## src/rtl/rv32i_pkg.sv

```systemverilog
// Shared RV32I encodings: major opcodes plus ALU and branch funct3 selectors.
package rv32i_pkg;

    localparam logic [6:0] OP_R      = 7'b0110011;
    localparam logic [6:0] OP_IMM    = 7'b0010011;
    localparam logic [6:0] OP_LOAD   = 7'b0000011;
    localparam logic [6:0] OP_STORE  = 7'b0100011;
    localparam logic [6:0] OP_BRANCH = 7'b1100011;
    localparam logic [6:0] OP_JAL    = 7'b1101111;
    localparam logic [6:0] OP_JALR   = 7'b1100111;
    localparam logic [6:0] OP_LUI    = 7'b0110111;
    localparam logic [6:0] OP_AUIPC  = 7'b0010111;

    localparam logic [2:0] F3_ADD  = 3'b000;
    localparam logic [2:0] F3_SLL  = 3'b001;
    localparam logic [2:0] F3_SLT  = 3'b010;
    localparam logic [2:0] F3_SLTU = 3'b011;
    localparam logic [2:0] F3_XOR  = 3'b100;
    localparam logic [2:0] F3_SR   = 3'b101;
    localparam logic [2:0] F3_OR   = 3'b110;
    localparam logic [2:0] F3_AND  = 3'b111;

    localparam logic [2:0] F3_BEQ  = 3'b000;
    localparam logic [2:0] F3_BNE  = 3'b001;
    localparam logic [2:0] F3_BLT  = 3'b100;
    localparam logic [2:0] F3_BGE  = 3'b101;
    localparam logic [2:0] F3_BLTU = 3'b110;
    localparam logic [2:0] F3_BGEU = 3'b111;

endpackage

```

## src/rtl/rv32i_imm_gen.sv

```systemverilog
// Combinational immediate formatter: picks the encoding layout from the opcode
// and sign-extends it to 32 bits; formats without an immediate yield zero.
module rv32i_imm_gen
    import rv32i_pkg::*;
(
    input  logic [31:0] instr,
    output logic [31:0] imm
);

    always_comb begin
        imm = '0;
        case (instr[6:0])
            OP_IMM, OP_LOAD, OP_JALR:
                imm = {{20{instr[31]}}, instr[31:20]};
            OP_STORE:
                imm = {{20{instr[31]}}, instr[31:25], instr[11:7]};
            OP_BRANCH:
                imm = {{19{instr[31]}}, instr[31], instr[7], instr[30:25], instr[11:8], 1'b0};
            OP_LUI, OP_AUIPC:
                imm = {instr[31:12], 12'b0};
            OP_JAL:
                imm = {{11{instr[31]}}, instr[31], instr[19:12], instr[20], instr[30:21], 1'b0};
            default:
                imm = '0;
        endcase
    end

endmodule

```

## src/rtl/rv32i_exec_core.sv

```systemverilog
// RV32I decode/execute datapath: field decoder, registered ALU, branch comparator.
// Optional DECODE_ILLEGAL_EN adds a combinational 'illegal' instruction flag.
module rv32i_exec_core
    import rv32i_pkg::*;
#(
    parameter int unsigned XLEN = 32
) (
    input  logic            clk,
    input  logic            rst_n,
    input  logic [31:0]     instr,
    output logic [6:0]      opcode,
    output logic [4:0]      rd,
    output logic [2:0]      funct3,
    output logic [4:0]      rs1,
    output logic [4:0]      rs2,
    output logic [6:0]      funct7,
    output logic [31:0]     imm,
    input  logic [XLEN-1:0] alu_a,
    input  logic [XLEN-1:0] alu_b,
    output logic [XLEN-1:0] alu_result,
    input  logic [XLEN-1:0] cmp_a,
    input  logic [XLEN-1:0] cmp_b,
    output logic            branch_taken
`ifdef DECODE_ILLEGAL_EN
    ,
    output logic            illegal
`endif
);

    logic [XLEN-1:0] alu_d;
    logic [XLEN-1:0] alu_q;
    logic [XLEN-1:0] sra_v;
    logic [4:0]      shamt;

    assign opcode = instr[6:0];
    assign rd     = instr[11:7];
    assign funct3 = instr[14:12];
    assign rs1    = instr[19:15];
    assign rs2    = instr[24:20];
    assign funct7 = instr[31:25];

    rv32i_imm_gen u_imm_gen (
        .instr (instr),
        .imm   (imm)
    );

    assign shamt = alu_b[4:0];
    // Kept apart so the arithmetic shift stays signed instead of being
    // demoted to logical inside the mixed-sign select below.
    assign sra_v = $signed(alu_a) >>> shamt;

    always_comb begin
        alu_d = '0;
        case (funct3)
            F3_ADD:  alu_d = (opcode == OP_R && funct7[5]) ? alu_a - alu_b : alu_a + alu_b;
            F3_SLL:  alu_d = alu_a << shamt;
            F3_SLT:  alu_d = {{(XLEN-1){1'b0}}, $signed(alu_a) < $signed(alu_b)};
            F3_SLTU: alu_d = {{(XLEN-1){1'b0}}, alu_a < alu_b};
            F3_XOR:  alu_d = alu_a ^ alu_b;
            F3_SR:   alu_d = funct7[5] ? sra_v : alu_a >> shamt;
            F3_OR:   alu_d = alu_a | alu_b;
            F3_AND:  alu_d = alu_a & alu_b;
            default: alu_d = '0;
        endcase
    end

    always_ff @(posedge clk) begin
        if (!rst_n) begin
            alu_q <= '0;
        end else begin
            alu_q <= alu_d;
        end
    end

    assign alu_result = alu_q;

    always_comb begin
        branch_taken = 1'b0;
        case (funct3)
            F3_BEQ:  branch_taken = (cmp_a == cmp_b);
            F3_BNE:  branch_taken = (cmp_a != cmp_b);
            F3_BLT:  branch_taken = ($signed(cmp_a) <  $signed(cmp_b));
            F3_BGE:  branch_taken = ($signed(cmp_a) >= $signed(cmp_b));
            F3_BLTU: branch_taken = (cmp_a <  cmp_b);
            F3_BGEU: branch_taken = (cmp_a >= cmp_b);
            default: branch_taken = 1'b0;
        endcase
    end

`ifdef DECODE_ILLEGAL_EN
    always_comb begin
        illegal = 1'b0;
        case (opcode)
            OP_R:      illegal = !(funct7 == 7'b0000000 || funct7 == 7'b0100000);
            OP_BRANCH: illegal = (funct3 == 3'b010 || funct3 == 3'b011);
            OP_IMM, OP_LOAD, OP_STORE, OP_JAL, OP_JALR, OP_LUI, OP_AUIPC:
                       illegal = 1'b0;
            default:   illegal = 1'b1;
        endcase
    end
`endif

endmodule

```

## config.mk

```make
export PLATFORM = sky130hd
export DESIGN_NAME = rv32i_exec_core
export DESIGN_NICKNAME = d
export VERILOG_FILES = /design/src/rtl/rv32i_pkg.sv /design/src/rtl/rv32i_imm_gen.sv /design/src/rtl/rv32i_exec_core.sv
export SDC_FILE = /design/constraint.sdc
export NUM_CORES = 1
export LEC_CHECK = 0
export CAP_MARGIN = 20
export CORE_MARGIN = 2
export CORE_UTILIZATION = 50
export DETAILED_ROUTE_END_ITERATION = 12
export PLACE_DENSITY_LB_ADDON = 0.2
export SLEW_MARGIN = 10
export SYNTH_ARGS = -nofsm -noshare
export SYNTH_HDL_FRONTEND = slang
export SYNTH_SLANG_ARGS = --single-unit
```

## constraint.sdc

```tcl
create_clock -name clk -period 10.1 [get_ports clk]
set_input_delay 2.02 -clock clk [delete_from_list [all_inputs] [get_ports clk]]
set_output_delay 2.02 -clock clk [all_outputs]
set_load 0.02 [all_outputs]
```

# ---- After elaboration in Yosys (flattened, before gate mapping)
# Index checks and enable logic that the tools add are counted.
dict set report op_classes {
  shifts 3
  n_mux 5
  order_cmp 6
  reduce_logical 4
  n_eq_ne 18
  n_addsub 2
  bitwise 3
}
# op count
set op_table {}
lappend op_table {{$pmux 32 s8} 1}
lappend op_table {{$pmux 32 s5} 1}
lappend op_table {{$lt 32x32->1} 4}
lappend op_table {{$ge 32x32->1} 2}
lappend op_table {{$mux 32} 2}
lappend op_table {{$add 32x32->32} 1}
lappend op_table {{$and 32x32->32} 1}
lappend op_table {{$eq 32x32->1} 1}
lappend op_table {{$ne 32x32->1} 1}
lappend op_table {{$or 32x32->32} 1}
lappend op_table {{$shl 32x5->32} 1}
lappend op_table {{$shr 32x5->32} 1}
lappend op_table {{$sshr 32x5->32} 1}
lappend op_table {{$sub 32x32->32} 1}
lappend op_table {{$xor 32x32->32} 1}
lappend op_table {{$eq 7x6->1 const B} 3}
lappend op_table {{$eq 7x7->1 const B} 3}
lappend op_table {{$eq 7x5->1 const B} 2}
lappend op_table {{$eq 3x3->1 const B} 4}
lappend op_table {{$eq 7x2->1 const B} 1}
lappend op_table {{$eq 3x2->1 const B} 2}
lappend op_table {{$pmux 1 s6} 1}
lappend op_table {{$eq 3x1->1 const B} 1}
lappend op_table {{$logic_not 3->1} 1}
lappend op_table {{other kinds (3)} 3}
dict set report word_totals {
  in_bits 162
  reg_bits 32
}

# ---- Longest topological paths before layout
dict set report logic_depth {
  depth_word 4
  mapped_depth 14
}

# ---- Cells and area by module
# From an unflattened synthesis, not the netlist that was laid out.
dict set report unflattened {
  cells_unflattened 1581
  hier_area_um2 10537.6
}
# mod cells_each area_per_inst_um2 seq_area_each_um2 n_inst
set modules_own_cells {}
lappend modules_own_cells {rv32i_exec_core 1502 9990.8 640.6 1}
lappend modules_own_cells {rv32i_imm_gen 79 546.8 0.0 1}

# ---- Worst setup path after synthesis
# OpenSTA, ideal clock, no wires.
dict set report synth_timing {
  kind {input port to output port}
  start {in cmp_b[25]}
  end {out branch_taken}
  arrival_time_ns 4.537
  setup_slack_ns 3.543
  required_time_ns 8.080
  path_buffers 0
  cell_stages 12
  cell_sequence {inv_1 ha_1 a21o_1 a21o_1 a21o_1 a21o_1 a221o_1 a21oi_1 o221ai_1 a211oi_1 a31oi_1 a211oi_1}
}
dict set report synth_via {
  elab_chain_cells 2
}
# item line
set synth_lines {}
lappend synth_lines {{start: declaration} rv32i_exec_core.sv:22} ;# input logic [XLEN-1:0] cmp_b,
lappend synth_lines {{$ge 32x32->1 (tied with other cells)} rv32i_exec_core.sv:85} ;# F3_BGEU: branch_taken = (cmp_a >= cmp_b);
lappend synth_lines {{$pmux 1 s6 (*)} rv32i_exec_core.sv:79} ;# case (funct3)
lappend synth_lines {{end: declaration} rv32i_exec_core.sv:23} ;# output logic branch_taken
# Every way passes the cells marked *; elsewhere a longest branch is shown, timed or not.

# ---- Worst setup path after layout
# Ends and elaborated chain as after synthesis.

==> results.cfg <==
[routing]
drt.antenna.violating_nets = 0
drt_pass1_iterations = 6
wl_per_cell_um = 22.7
drt-vias-per-instance = 6.46
drcViolationCount = 0
detailroute.via_count = 12618
detail_route.iter0.violations = 1420
detail_route.wirelength_mm = 44.2

[yosys]
ys_seq_area_frac = 0.0600
post_synth_most_frequent_cells = nor2_1, a21oi_1, o21ai_0
synthXorXnorAreaFrac = 0.0230
post-synth-top-area-fraction = 0.151
synth_most_common_cell = nor2_1
compound_gate_portion_of_the_synthesized_area = 0.312
yosys.cell_types.count = 79
synth_simple_gate_area_share = 0.188
dominant_combinational_cell_family_by_area_after_synthesis = compound AO/OA/AOI/OAI gates
syn-instance-count = 1533
synthArstFlopShare = 0
synth.avg_cell_area_um2 = 6.97
synth_nets = 1826
netlist_top_cells_area = ha_1, mux4_2, a21oi_1
yosys_register_bits = 32
synth_area_leader_cell = ha_1
synth.yosys.warnings = 0
synth_adder_area_share = 0.155
synthesis.area_um2 = 10700
count_of_flip_flops_with_a_built_in_enable_after_synthesis = 0
synth_flop_cell = dfxtp_1
post_synth_mux_area_share = 0.155

[final_layout]
seq_area_um2 = 641
largest_register_ffs = 32
antenna_diode_count = 0
fin_area_um2 = 13200
drive_gt1_frac = 0.0596
flow.area_growth_from_synthesis_pct = 23.5
num-fill-cells = 1983
multiInputGateArea_um2 = 8900
finish.net_count = 1970

[sta]
final_hold_viol_count = 0
timing_max_transition_violations_final = 0
rsz0062_at_grt = no
fin_crit_sh = 0.746
max_slew_margin = 0.356
hold_slack_ns = 2.52
totalNegativeSetupSlack_ns = 0
fin_crit_ns = 7.53
number_of_setup_violations_in_the_final_report = 0
max_freq_mhz = 133
tightest_slew_ns = 0.961

[power_and_ir_drop]
internal_power_w = 0.000508
p_comb_frac = 0.703
power_leakage_nw = 5.70
power.share.sequential = 0.144
p_switching_w = 0.000465
swShare = 0.478
vdd_drop_max_mv = 0.0661
p_clk_frac = 0.153
p_per_area_nw_per_um2 = 73.8

[die]
design.core.area_um2 = 21000
dieHeight_um = 150
floorplan.initialDensity = 0.508
fp-row-count = 53
fp.dieW_um = 150
floorplan.io_pins = 259
die_area_um2 = 22600

[critical_path]
worstPathMaxFanout = 4
worst_ep_arrival_time_ns = 5.51
crit_path_start_kind = input port
worstPathRequired_ns = 8.08
timing.critical_path.to_type = primary output
crit_type = input port to primary output

[clock_network]
clock_root_buffer = clkbuf_16
ctsHtreeMaxLevel = 2
clock_sink_count = 32
cts.path.max_buffers = 2
cts_inserted_buffers = 5
path_clk_slew_ns = 0.05
post-cts-setup-buffer-count = 0
cts_tree = built
post_cts_resize_count = 0
cts_hold_buffers = 0

[grt]
number_of_global_route_vias_before_repair = 11697
gr-total-overflow = 0
grt_max_degree = 73
antenna_found_initial = 0
globalRouteTotalUtil = 0.380
global_route_wire_length_before_repair_mm = 66.7

[flow_run]
max_cap_viol_count = 0

[placement]
buffer_ports.inserted = 258
dp_hpwl_mm = 35.0
dpl-instance-area_um2 = 13100
place_congestion = 1.03

[run_status]
status = complete, no violations

[worst_hold_path]
hp-class = input port to flip-flop
[placed cells by master (no fill, tap or decap), types with 5 or more instances in the layout]
cell type	synthesis	routed
clkdlybuf4s50_1	0	250
nand3_1	39	39
o22ai_1	20	20
nand4_1	11	11
nor2_1	158	158
a22o_1	9	9
and2_1	9	9
mux2_2	10	10
xnor2_1	25	25
or3_1	5	5
and3_1	7	7
a211o_1	10	10
inv_1	124	124
a21o_1	34	34
buf_4	32	19
nor2b_1	17	17
o31ai_1	10	10
nand2b_1	18	18
clkinv_1	5	5
nand2_1	131	131
a22oi_1	6	6
a21oi_1	142	142
a31oi_1	16	16
a211oi_1	23	23
o21bai_1	15	15
o311ai_0	5	5
o211ai_1	15	15
o221ai_1	9	9
ha_1	129	129
mux2i_1	55	55
mux4_2	44	44
dfxtp_1	32	32
clkbuf_16	0	5
a221oi_1	18	18
buf_2	15	7
nor3_1	21	21
o21ai_0	135	135
nor4_1	10	9
[path summary, 6_finish.rpt]
path | start | endpoint | slack [ns] | cells after the start
max | cmp_b[25] | branch_taken | 2.57 | 14
min | instr[12] | alu_result[31]$_SDFF_PN0_ | 2.52 | 5
[layout make-up]
type,count,share of cell area
Multi-Input combinational cell,1232,0.675
Timing Repair Buffer,276,0.203
Clock buffer,5,0.00948
Sequential cell,32,0.0486
Inverter,130,0.0370
Clock inverter,2,0.000948
Tap cell,275,0.0261
[logic make-up after synthesis]
kind of cell	after synthesis
AOI/OAI and AO/OA	519
DFF	32
muxes	109
xor gates and xnor gates	28
adders and majority gates	131
buffers and inverters	269
and+or+nand+nor	445
[per-layer routing]
layer	track usage	routed length [um]	share of wire	up-vias
li1	-	-	-	5851
met1	0.484	17400	0.39	5797
met2	0.621	19800	0.45	797
met3	0.0661	4340	0.098	173
met4	0.183	2690	0.061	0
met5	0	0	0	-
[critical path: stages]
cell	delay (ns)
clkdlybuf4s50_1	0.45
inv_1	0.04
ha_1	0.28
a21o_1	0.18
a21o_1	0.17
a21o_1	0.17
a21o_1	0.17
a221o_1	0.33
a21oi_1	0.15
o221ai_1	0.24
a211oi_1	0.30
a31oi_1	0.08
a211oi_1	0.27
clkdlybuf4s50_1	0.66
[power by group through the flow]
stage / Combinational, W / Clock, W / Sequential (W)
global route: 0.000732 / 0.000157 / 0.000141
CTS: 0.000667 / 0.000151 / 0.000140
global placement: 0.000660 / 0 / 0.000143
detailed placement: 0.000664 / 0 / 0.000143
finish: 0.000684 / 0.000149 / 0.000140
floorplan: 0.000402 / 0 / 0.000157
[stage by stage]
step	worst slack, ns	util	power [W]	std cells
floorplan	3.54	-	0.000559	1533
global placement	2.65	0.621	0.000802	1945
detailed placement	2.53	0.621	0.000807	1945
CTS	2.55	0.628	0.000958	1952
global route	2.34	0.628	0.00103	1952
finish	2.57	0.628	0.000973	1952
Note: power is estimated with default switching activity, not from simulation.
